### src/rtl/sum4b_display.sv
// Captures the 4-bit adder operands and {Co,S} result and scans them onto a
// 4-digit multiplexed 7-segment display: A hex, B hex, result as two decimal digits.
module sum4b_display #(
   parameter int CLK_HZ       = 50_000_000,
   parameter int REFRESH_HZ   = 1000,
   parameter bit COMMON_ANODE = 1
) (
   input  logic       clk,
   input  logic       rst_n,
   input  logic [3:0] A,
   input  logic [3:0] B,
   input  logic [3:0] S,
   input  logic       Co,
   input  logic       load,
   output logic [6:0] seg,
   output logic       dp,
   output logic [3:0] an
);

   localparam int DIV = CLK_HZ / REFRESH_HZ;
   localparam int CNT_W = $clog2(DIV);
   localparam logic [CNT_W-1:0] CNT_MAX = CNT_W'(DIV - 1);
   localparam logic [6:0] SEG_OFF = COMMON_ANODE ? 7'h7F : 7'h00;
   localparam logic [3:0] AN_OFF  = COMMON_ANODE ? 4'hF : 4'h0;
   localparam logic       DP_OFF  = COMMON_ANODE;

   logic [3:0]       ra, rb;
   logic [4:0]       rr;
   logic [CNT_W-1:0] presc;
   logic [1:0]       idx;
   logic             tick;
   logic [1:0]       tens;
   logic [3:0]       units;
   logic [6:0]       seg_nxt;
   logic             dp_nxt;
   logic [3:0]       an_nxt;

   // Active-high {g,f,e,d,c,b,a} glyphs for hex digits.
   function automatic logic [6:0] glyph(input logic [3:0] v);
      case (v)
         4'h0: glyph = 7'b0111111;
         4'h1: glyph = 7'b0000110;
         4'h2: glyph = 7'b1011011;
         4'h3: glyph = 7'b1001111;
         4'h4: glyph = 7'b1100110;
         4'h5: glyph = 7'b1101101;
         4'h6: glyph = 7'b1111101;
         4'h7: glyph = 7'b0000111;
         4'h8: glyph = 7'b1111111;
         4'h9: glyph = 7'b1101111;
         4'hA: glyph = 7'b1110111;
         4'hB: glyph = 7'b1111100;
         4'hC: glyph = 7'b0111001;
         4'hD: glyph = 7'b1011110;
         4'hE: glyph = 7'b1111001;
         default: glyph = 7'b1110001;
      endcase
   endfunction

   assign tick = (presc == CNT_MAX);

   // Capture stage and scan control
   always_ff @(posedge clk or negedge rst_n) begin
      if (!rst_n) begin
         ra    <= '0;
         rb    <= '0;
         rr    <= '0;
         presc <= '0;
         idx   <= '0;
      end else begin
         if (load) begin
            ra <= A;
            rb <= B;
            rr <= {Co, S};
         end
         presc <= tick ? '0 : presc + CNT_W'(1);
         if (tick)
            idx <= idx + 2'd1;
      end
   end

   // Result is at most 31, so a three-way compare is enough for the decimal split.
   always_comb begin
      if (rr >= 5'd30) begin
         tens  = 2'd3;
         units = 4'(rr - 5'd30);
      end else if (rr >= 5'd20) begin
         tens  = 2'd2;
         units = 4'(rr - 5'd20);
      end else if (rr >= 5'd10) begin
         tens  = 2'd1;
         units = 4'(rr - 5'd10);
      end else begin
         tens  = 2'd0;
         units = rr[3:0];
      end
   end

   always_comb begin
      seg_nxt = '0;
      dp_nxt  = 1'b0;
      an_nxt  = 4'b0001 << idx;
      case (idx)
         2'd0: seg_nxt = glyph(units);
         2'd1: begin
            seg_nxt = (tens == 2'd0) ? 7'b0000000 : glyph({2'b00, tens});
            dp_nxt  = rr[4];
         end
         2'd2: seg_nxt = glyph(rb);
         default: seg_nxt = glyph(ra);
      endcase
   end

   // Output stage: polarity applied before the register so pins are glitch-free
   always_ff @(posedge clk or negedge rst_n) begin
      if (!rst_n) begin
         seg <= SEG_OFF;
         dp  <= DP_OFF;
         an  <= AN_OFF;
      end else begin
         seg <= seg_nxt ^ SEG_OFF;
         dp  <= dp_nxt ^ DP_OFF;
         an  <= an_nxt ^ AN_OFF;
      end
   end

endmodule

### config.mk
export PLATFORM = sky130hd
export DESIGN_NAME = sum4b_display
export DESIGN_NICKNAME = d
export VERILOG_FILES = /design/src/rtl/sum4b_display.sv
export SDC_FILE = /design/constraint.sdc
export NUM_CORES = 1
export LEC_CHECK = 0
export BUFFER_PORTS_ARGS = -buffer_cell sky130_fd_sc_hd__buf_2
export CAP_MARGIN = 20
export CORE_MARGIN = 2
export CORE_UTILIZATION = 56
export CTS_BUF_LIST = sky130_fd_sc_hd__clkbuf_8
export DETAILED_ROUTE_END_ITERATION = 12
export GPL_TIMING_DRIVEN = 0
export PLACE_DENSITY = 0.76
export SYNTH_ARGS = -nofsm -noshare
export SYNTH_HDL_FRONTEND = slang
export SYNTH_SLANG_ARGS = --single-unit
### constraint.sdc
create_clock -name clk -period 2.7 [get_ports clk]
set_input_delay 0.54 -clock clk [delete_from_list [all_inputs] [get_ports clk]]
set_output_delay 0.54 -clock clk [all_outputs]
set_load 0.01 [all_outputs]
==> flow_summary.yaml, run 1 <==
run_status:
  outcome: "finished, final reports clean"
global_route:
  top_usage_layer: "met2"
  met1_usage_pct: 31.9
  grt_overflow: 0
  grt_pass1_wl_mm: 9.57
  groute.usage.overall_pct: 22.4
  grtUsageMet3_pct: 4.20
  use_met2_pct: 35.0
  grt_antenna_before_repair: 0
  grt_max_degree: 44
  grt_pass1_vias: 2067
synth:
  syn_inst: 302
  ys_ff_latch: 43
  syn_nets: 342
  synth_commonest_cells: "31 x dfrtp_1, 30 x nand2_1, 28 x nor2_1, 25 x o21ai_0, 24 x ha_1"
  synth_edf_count: 0
  synth.distinct_cells: 57
  yosysTopAreaCellShare_pct: 28.0
  synth_top_area_cell: "dfrtp_1"
  syn_area_per_cell_um2: 9.19
  synth-warning-count: 0
  synth-seq-area-share_pct: 39.3
  ys_async_sr_fraction_pct: 100
  synthesis.area_um2: 2770
  yosysMostFrequentCell: "dfrtp_1"
  netlist_top_cells_area: "dfrtp_1 28%, dfstp_2 11%, ha_1 11%, o21ai_0 4.5%, nand2_1 4.1%"
  ys.flop_type: "dfrtp_1"
clock_network:
  clk_latency_ps: 300
  clk_path_buf_depth: 2
  cts_max_level: 2
  path_clk_slew_ps: 90
  cts.sinks: 43
  cts_root_buf: "clkbuf_8"
  cts_tree: "done"
  cts_made_buffers: 5
  cts_hold_buf: 0
detailed_routing:
  wl_per_cell_um: 14.0
  wl_mm: 5.70
  vias: 2232
  drtIter0Drc: 195
  remaining_drc_errors: 0
  routed_via_density: 5.48
  antenna_left: 0
  dr.pass1.iters: 5
sta:
  timing.fmax_ghz: 0.390
  setup_ws_ps: 137
  final.min_clock_period_ps: 2560
  tightest_slew_ps: 930
  drv_slew: 0
  finClkSkew_ps: 9.72
  fin_crit_sh_pct: 94.9
  setup_viol: 0
  final-hold-violation-count: 0
  max_slew_margin_pct: 38.0
  setup_tns_ps: 0
  rsz0062_at_grt: "false"
setup_path:
  slowest_stage: "dfrtp_1"
  path_cells: "inv_1 > ha_1 > nand2b_1 > a21boi_2 > a221oi_2 > xnor2_2 > inv_2 > ha_1 > mux2_2 > o21ai_1 > a22o_1"
  max_stage_delay_ps: 480
  end_kind: "flop"
  required_ps: 2930
  worst-path-max-fanout: 8
  startpoint_type: "flop"
  worstSetupPathType: "reg2reg"
  cp.arrival_ps: 2800
  crit_top_cell: "ha_1"
worst_hold_path:
  hp-class: "in2async"
run:
  cap_violations: 0
pwr:
  leakage_nw: 1.39
  p_per_area_nw_per_um2: 524
  ir_drop_mv: 0.328
die:
  dieArea_um2: 5530
  ios: 28
  core_area_um2: 4750
  initial_core_util_pct: 58.3
  die_y_um: 74.4
  placementRows: 25
  die_width_um: 74.4
finish:
  finalNonFillerCells: 407
  drive_above_1_share_pct: 22.4
  diodes: 0
  finalNetCount: 379
  syn2layout_area_growth_pct: 11.8
placement:
  gp_congestion: 0.861
  place_inst: 396
  dp_slack_ps: 121
  port_buffers: 27
  hpwl_mm: 4.11
-- routing by layer --
layer  share of wire, %  vias to the layer above
met1                 48                     1030
met4                2.1                        0
met2                 45                       61
li1                   -                     1129
met5                  0                        -
met3                5.1                       12
-- final timing paths --
path | startpoint | end | slack (ps) | depth (start not counted)
max | rr[2] | seg[1] | 140 | 11
min reg2reg | presc[0] | presc[0] | 490 | 1
max reg2reg | rr[2] | seg[1] | 140 | 11
min | rst_n | rr[2] | 370 | 1
min in group clk | B[0] | rb[0] | 440 | 3
max in group asynchronous | rst_n | presc[2] | 1740 | 1
-- area by class of cell --
| type | instances | area (µm²) |
|---|---|---|
| tap | 67 | 83.8 |
| sequential | 43 | 1090 |
| clock inverter | 3 | 16.3 |
| multi-input combinational | 229 | 1550 |
| buffer | 10 | 60.1 |
| timing repair buffer | 30 | 158 |
| fill | 419 | 1650 |
| clock buffer | 5 | 68.8 |
| inverter | 20 | 75.1 |
-- sequential cells by signal, summed over array words and instances, names as in the netlist --
name   cells
ra         4
presc     16
rb         4
seg        7
rr         5
idx        2
dp         1
an         4
-- critical path, delay by kind of cell, from the launching register on --
family	cells	cell delay, ps
XOR/XNOR	1	200
AO/OA/AOI/OAI	4	730
multiplexers	1	280
flip-flops	1	480
buffers and inverters	2	240
adder cells (fa/ha/maj)	2	480
AND/OR/NAND/NOR	1	80
-- placed cells by master (no fill, tap or decap), types with 6 or more instances in the layout --
cell type and count:
dfrtp_1 31, nand2_1 30, nor2_1 28, buf_2 28
o21ai_0 25, ha_1 24, inv_1 18, nand3_1 13
dfstp_2 12, a21oi_1 10, nor3_1 9, a31oi_1 8
xor2_1 8, xnor2_1 8, clkbuf_8 6, clkbuf_1 6
-- logic make-up (layout without fill, tap and decap cells) --
family          count (synthesis)  after routing  synth area share, %
simple gates                  110            110                 19.2
flops                          43             43                 39.3
buf+inv                        30             68                 4.87
mux                             9              9                 3.47
fa+ha+maj                      24             24                 10.8
compound gates                 69             69                 16.7
xor+xnor                       17             17                 5.64
-- power by group --
group	switching (mW)	total [mW]	internal (mW)
clock	0.225	0.402	0.177
combinational	0.265	0.468	0.203
sequential	0.0326	0.754	0.721
total	0.522	1.62	1.10
-- per-stage QoR --
step                      hold WS, ps  utilization [%]  power (mW)  cell area [µm²]
after global routing              444             65.2        1.72             3100
after CTS                         415             64.7        1.61             3080
after detailed placement          482             62.9        1.21             2990
after global placement            476             62.9        1.20             2990
after floorplan                   244                -        1.08             2770
final                             374             65.2        1.62             3100
-- what timing repair did --
item / in CTS / in global routing
endpoints found under the setup margin: 0 / 4
hold endpoints to repair: 0 / 0
buffers inserted: 0 / 3
resized for setup: 0 / 1
No activity file was read; power rests on OpenSTA's default activity.
==> run 2, diff against run 1 <==
Settings changed: CTS_BUF_LIST sky130_fd_sc_hd__clkbuf_8 to sky130_fd_sc_hd__clkbuf_16, PLACE_DENSITY 0.76 to default, PLACE_DENSITY_LB_ADDON from default to 0.12.
==> run 2 against run 1 <==
Net effect:
- register-to-register slack improved by 50 ps
- design area increased by 1.6%
- flip-flop and latch count unchanged
- total power increased by 11%
- combinational power decreased by 2%
- setup slack improved by 46 ps
- clock skew decreased by 3.6 ps
- die area unchanged
- sequential share of layout area decreased by 0.52 points
- utilization increased by 1.1 points
- largest power group unchanged
- highest routed layer unchanged
==> flow_summary.yaml, run 2 (synthesized netlist as in run 1, its figures left out) <==
detailed_routing:
  dr.pass1.iters: 4
  drtIter0Drc: 129
  remaining_drc_errors: 0
  vias: 2275
  wl_mm: 5.89
  wl_per_cell_um: 14.5
  antenna_left: 0
  routed_via_density: 5.60
pwr:
  leakage_nw: 1.41
  seqPwrFrac_pct: 42.1
  p_int_mw: 1.26
  combPwrFrac_pct: 25.5
  ir_drop_mv: 0.270
  switching_share_pct: 29.9
  power_switching_uw: 537
  total_power_mw: 1.80
  p_clk_share_pct: 32.3
  p_per_area_nw_per_um2: 570
setup_path:
  cp_top_family: "compound AO/OA/AOI/OAI gates"
  cp.arrival_ps: 2740
  worst-path-max-fanout: 5
  worstSetupPathType: "reg2reg"
  required_ps: 2920
  crit_buf_inv: 2
  critPathLaunch: "rr[1]"
  path_cells: "inv_2 > ha_1 > nor2b_1 > nor2_1 > a221oi_2 > xnor2_2 > inv_2 > ha_1 > mux2_2 > o21ai_1 > a22o_1"
  startpoint_type: "flop"
  end_kind: "flop"
  max_stage_delay_ps: 440
  r2r-start: "rr[1]"
  slowest_stage: "dfrtp_1"
  r2r_setup_slack_ps: 180
sta:
  timing.fmax_ghz: 0.397
  setup_viol: 0
  rsz0062_at_grt: "false"
  final.min_clock_period_ps: 2520
  finClkSkew_ps: 6.12
  tightest_slew_ps: 932
  final-hold-violation-count: 0
  drv_slew: 0
  max_slew_margin_pct: 37.9
  setup_ws_ps: 183
  fin_crit_sh_pct: 93.2
  setup_tns_ps: 0
  hold_slack_ps: 399
die:
  die_y_um: 74.4
  ios: 28
  initial_core_util_pct: 58.3
  die_width_um: 74.4
  placementRows: 25
  dieArea_um2: 5530
  core_area_um2: 4750
finish:
  final_cell_mix: "30 x nand2_1, 30 x dfrtp_1, 28 x nor2_1, 28 x buf_2, 25 x o21ai_0"
  design_area_um2: 3150
  drive_above_1_share_pct: 22.4
  largest_register: "presc"
  reg_top3: "presc x16, seg x7, rr x5"
  largest_reg_flops: 16
  fillCellCount: 411
  diodes: 0
  finalNetCount: 378
  multi_input_area_um2: 1550
  finalNonFillerCells: 406
  final_util_pct: 66.3
  syn2layout_area_growth_pct: 13.6
  seqCellArea_um2: 1090
worst_hold_path:
  hp-class: "in2async"
placement:
  hpwl_mm: 4.17
  dp_slack_ps: 67.1
  port_buffers: 27
  post_dp_cell_area_um2: 2990
  place_inst: 396
  gp_congestion: 0.857
global_route:
  grt_antenna_before_repair: 0
  grt_overflow: 0
  grt_pass1_wl_mm: 9.41
  groute.usage.overall_pct: 22.4
  grt_max_degree: 44
  grt_pass1_vias: 2060
run:
  cap_violations: 0
clock_network:
  cts.sinks: 43
  cts_root_buf: "clkbuf_16"
  cts_max_level: 2
  path_clk_slew_ps: 60
  clk_latency_ps: 280
  cts_made_buffers: 5
  clk_path_buf_depth: 2
  cts_hold_buf: 0
  cts_tree: "done"
run_status:
  outcome: "finished, final reports clean"
[run 2: cell count changes in the layout (fill, tap and decap cells not counted), sizes merged]
cell	before	now
buf	33	32
[run 2: power by group through the flow]
stage	Sequential, mW	Combinational (mW)	Clock [mW]
detailed placement	0.768	0.439	0
floorplan	0.784	0.298	0
finish	0.757	0.458	0.581
global placement	0.767	0.434	0
CTS	0.757	0.443	0.588
global route	0.767	0.511	0.619
[run 2: final timing paths]
path                            endpoint  depth (start not counted)
max in group asynchronous          rr[3]                          1
worst min-delay path               rr[2]                          1
worst max register to register    seg[1]                         11
worst max-delay path              seg[1]                         11
worst min register to register  presc[0]                          1
min in group clk                   rb[1]                          3
[run 2: cell type report]
| cell class | count | area share [%] |
|---|---|---|
| multi-input combinational | 229 | 49.1 |
| clock buffer | 5 | 3.97 |
| clock inverter | 3 | 0.516 |
| timing repair buffer | 29 | 4.77 |
| sequential | 43 | 34.7 |
| inverter | 20 | 2.38 |
| tap | 67 | 2.66 |
| buffer | 10 | 1.91 |
[run 2: metal layers]
metal	vias to the layer above	GRT usage [%]	share of wire (%)
met5	-	0	0
met3	7	3.93	5.6
met1	1058	29.7	45
met2	76	37.2	48
li1	1134	-	-
met4	0	7.34	1.1
[run 2: what timing repair did]
| action | in CTS | in global routing |
|---|---|---|
| gates resized for setup | 0 | 2 |
| setup buffers | 0 | 2 |
| endpoints found under the setup margin | 0 | 4 |
==> run 3, diff against run 2 <==
Settings changed: BUFFER_PORTS_ARGS -buffer_cell sky130_fd_sc_hd__buf_2 to -buffer_cell sky130_fd_sc_hd__clkbuf_2.
==> run 3 against run 2 <==
Net effect:
- worst hold slack worse by 170 ps
- setup slack got worse by 10 ps
- global-route usage rose by 1.3 points
- design area rose by 1.2%
- sequential power is essentially flat
- non-clock buffer count increased by 2
- first-iteration DRC count up 7.0%
- flip-flop and latch count is the same
- routed wire length shrank 1.3%
- count of clock-buffer cells in the layout unchanged
- cell count rose by 0.49%
- utilization grew 0.76 points
- largest cell class unchanged
- largest power group unchanged
- highest routed layer unchanged
==> flow_summary.yaml, run 3 (synthesized netlist as in run 1, its figures left out) <==
setup_path:
  worstSetupPathDepth: 11
  worstSetupPathType: "reg2reg"
  cp_top_family: "compound AO/OA/AOI/OAI gates"
  required_ps: 2930
  crit_buf_inv: 2
  end_kind: "flop"
  path_cells: "inv_2 > ha_1 > nor2b_1 > nor2_1 > a221oi_2 > xnor2_2 > inv_2 > ha_1 > mux2_2 > o21ai_1 > a22o_1"
  worst-path-max-fanout: 5
  max_stage_delay_ps: 440
  cp.arrival_ps: 2760
  startpoint_type: "flop"
  slowest_stage: "dfrtp_1"
  r2r_cells: 11
sta:
  finClkSkew_ps: 3.67
  drv_slew: 0
  final-hold-violation-count: 0
  rsz0062_at_grt: "false"
  setup_viol: 0
  timing.fmax_ghz: 0.396
  max_slew_margin_pct: 63.3
  tightest_slew_ps: 551
  fin_crit_sh_pct: 93.6
  setup_tns_ps: 0
  final.min_clock_period_ps: 2530
finish:
  seqCellArea_um2: 1090
  design_area_um2: 3190
  final_cell_mix: "30 x nand2_1, 29 x dfrtp_1, 28 x nor2_1"
  finalNetCount: 380
  syn2layout_area_growth_pct: 14.9
  multi_input_area_um2: 1550
  drive_above_1_share_pct: 23.2
  largest_reg_flops: 16
  layout_commonest_cell: "nand2_1"
  diodes: 0
  largest_register: "presc"
  reg_top3: "presc x16, seg x7, rr x5"
  fillCellCount: 395
placement:
  hpwl_mm: 4.30
  port_buffers: 27
  post_dp_cell_area_um2: 2990
  gp_congestion: 0.865
global_route:
  grt_pass1_vias: 2059
  grt_max_degree: 44
  groute.usage.overall_pct: 23.6
  grt_antenna_before_repair: 0
  grt_pass1_wl_mm: 9.83
  grt_overflow: 0
pwr:
  p_per_area_nw_per_um2: 568
  leakage_nw: 1.43
  ir_drop_mv: 0.297
clock_network:
  cts_tree: "done"
  cts.sinks: 43
  clk_path_buf_depth: 2
  cts_root_buf: "clkbuf_16"
  cts_made_buffers: 5
  path_clk_slew_ps: 60
  cts_max_level: 2
  clk_latency_ps: 280
detailed_routing:
  remaining_drc_errors: 0
  dr.pass1.iters: 4
  wl_per_cell_um: 14.3
  drtIter0Drc: 138
  wl_mm: 5.82
  vias: 2250
  routed_via_density: 5.51
  antenna_left: 0
die:
  dieArea_um2: 5530
  ios: 28
  die_width_um: 74.4
  core_area_um2: 4750
  initial_core_util_pct: 58.3
  placementRows: 25
  die_y_um: 74.4
run:
  cap_violations: 0
run_status:
  outcome: "finished, final reports clean"
worst_hold_path:
  hp-class: "in2async"
-- run 3: cell types whose count changed in the layout (fill, tap and decap cells not counted), sizes merged --
| cell | delta |
|---|---|
| clkbuf | +27 |
| buf | -25 |
-- run 3: power breakdown --
| group | leakage [nW] | internal, mW | switching (mW) |
|---|---|---|---|
| clock network | 0.0710 | 0.337 | 0.246 |
| registers | 0.517 | 0.723 | 0.0364 |
| logic | 0.846 | 0.207 | 0.262 |
-- run 3: final cells by class --
cell class,instances,area share [%]
multi-input cells,229,48.6
flip-flops and latches,43,34.3
repair buffers,31,5.81
clock buffers,5,3.93
well taps,67,2.63
inverters,20,2.36
plain buffers,10,1.88
clock inverters,3,0.510
-- run 3: metrics by stage --
step           hold WS [ps]  utilization, %  cells  setup WS [ps]  power [mW]
2_1_floorplan           244               -    302            370        1.08
5_1_grt                 267            67.0    408           19.3        1.92
3_3_place_gp            478            62.9    396            109        1.20
6_report                227            67.0    408            173        1.81
3_5_place_dp            478            62.9    396           64.8        1.21
4_1_cts                 456            65.9    404           45.7        1.80
-- run 3: final timing paths --
check                         start        to  slack [ps]
max                           rr[1]    seg[1]         170
min                           rst_n     rr[1]         230
max reg2reg                   rr[1]    seg[1]         170
min reg2reg                presc[0]  presc[0]         490
max in group asynchronous     rst_n     an[2]        1890
min in group clk               B[0]     rb[0]         450
-- run 3: timing repair --
item / in CTS / in global routing
endpoints found under the setup margin: 0 / 4
buffers inserted: 0 / 3
hold buffers: 0 / 0
gates resized for setup: 0 / 3
-- run 3: metal layers --
metal,global-route usage [%],share of wire (%),vias up
met1,32.7,47,1049
met2,36.6,46,58
met3,4.88,5.1,9
li1,-,-,1134
met5,0,0,-
met4,9.13,1.7,0
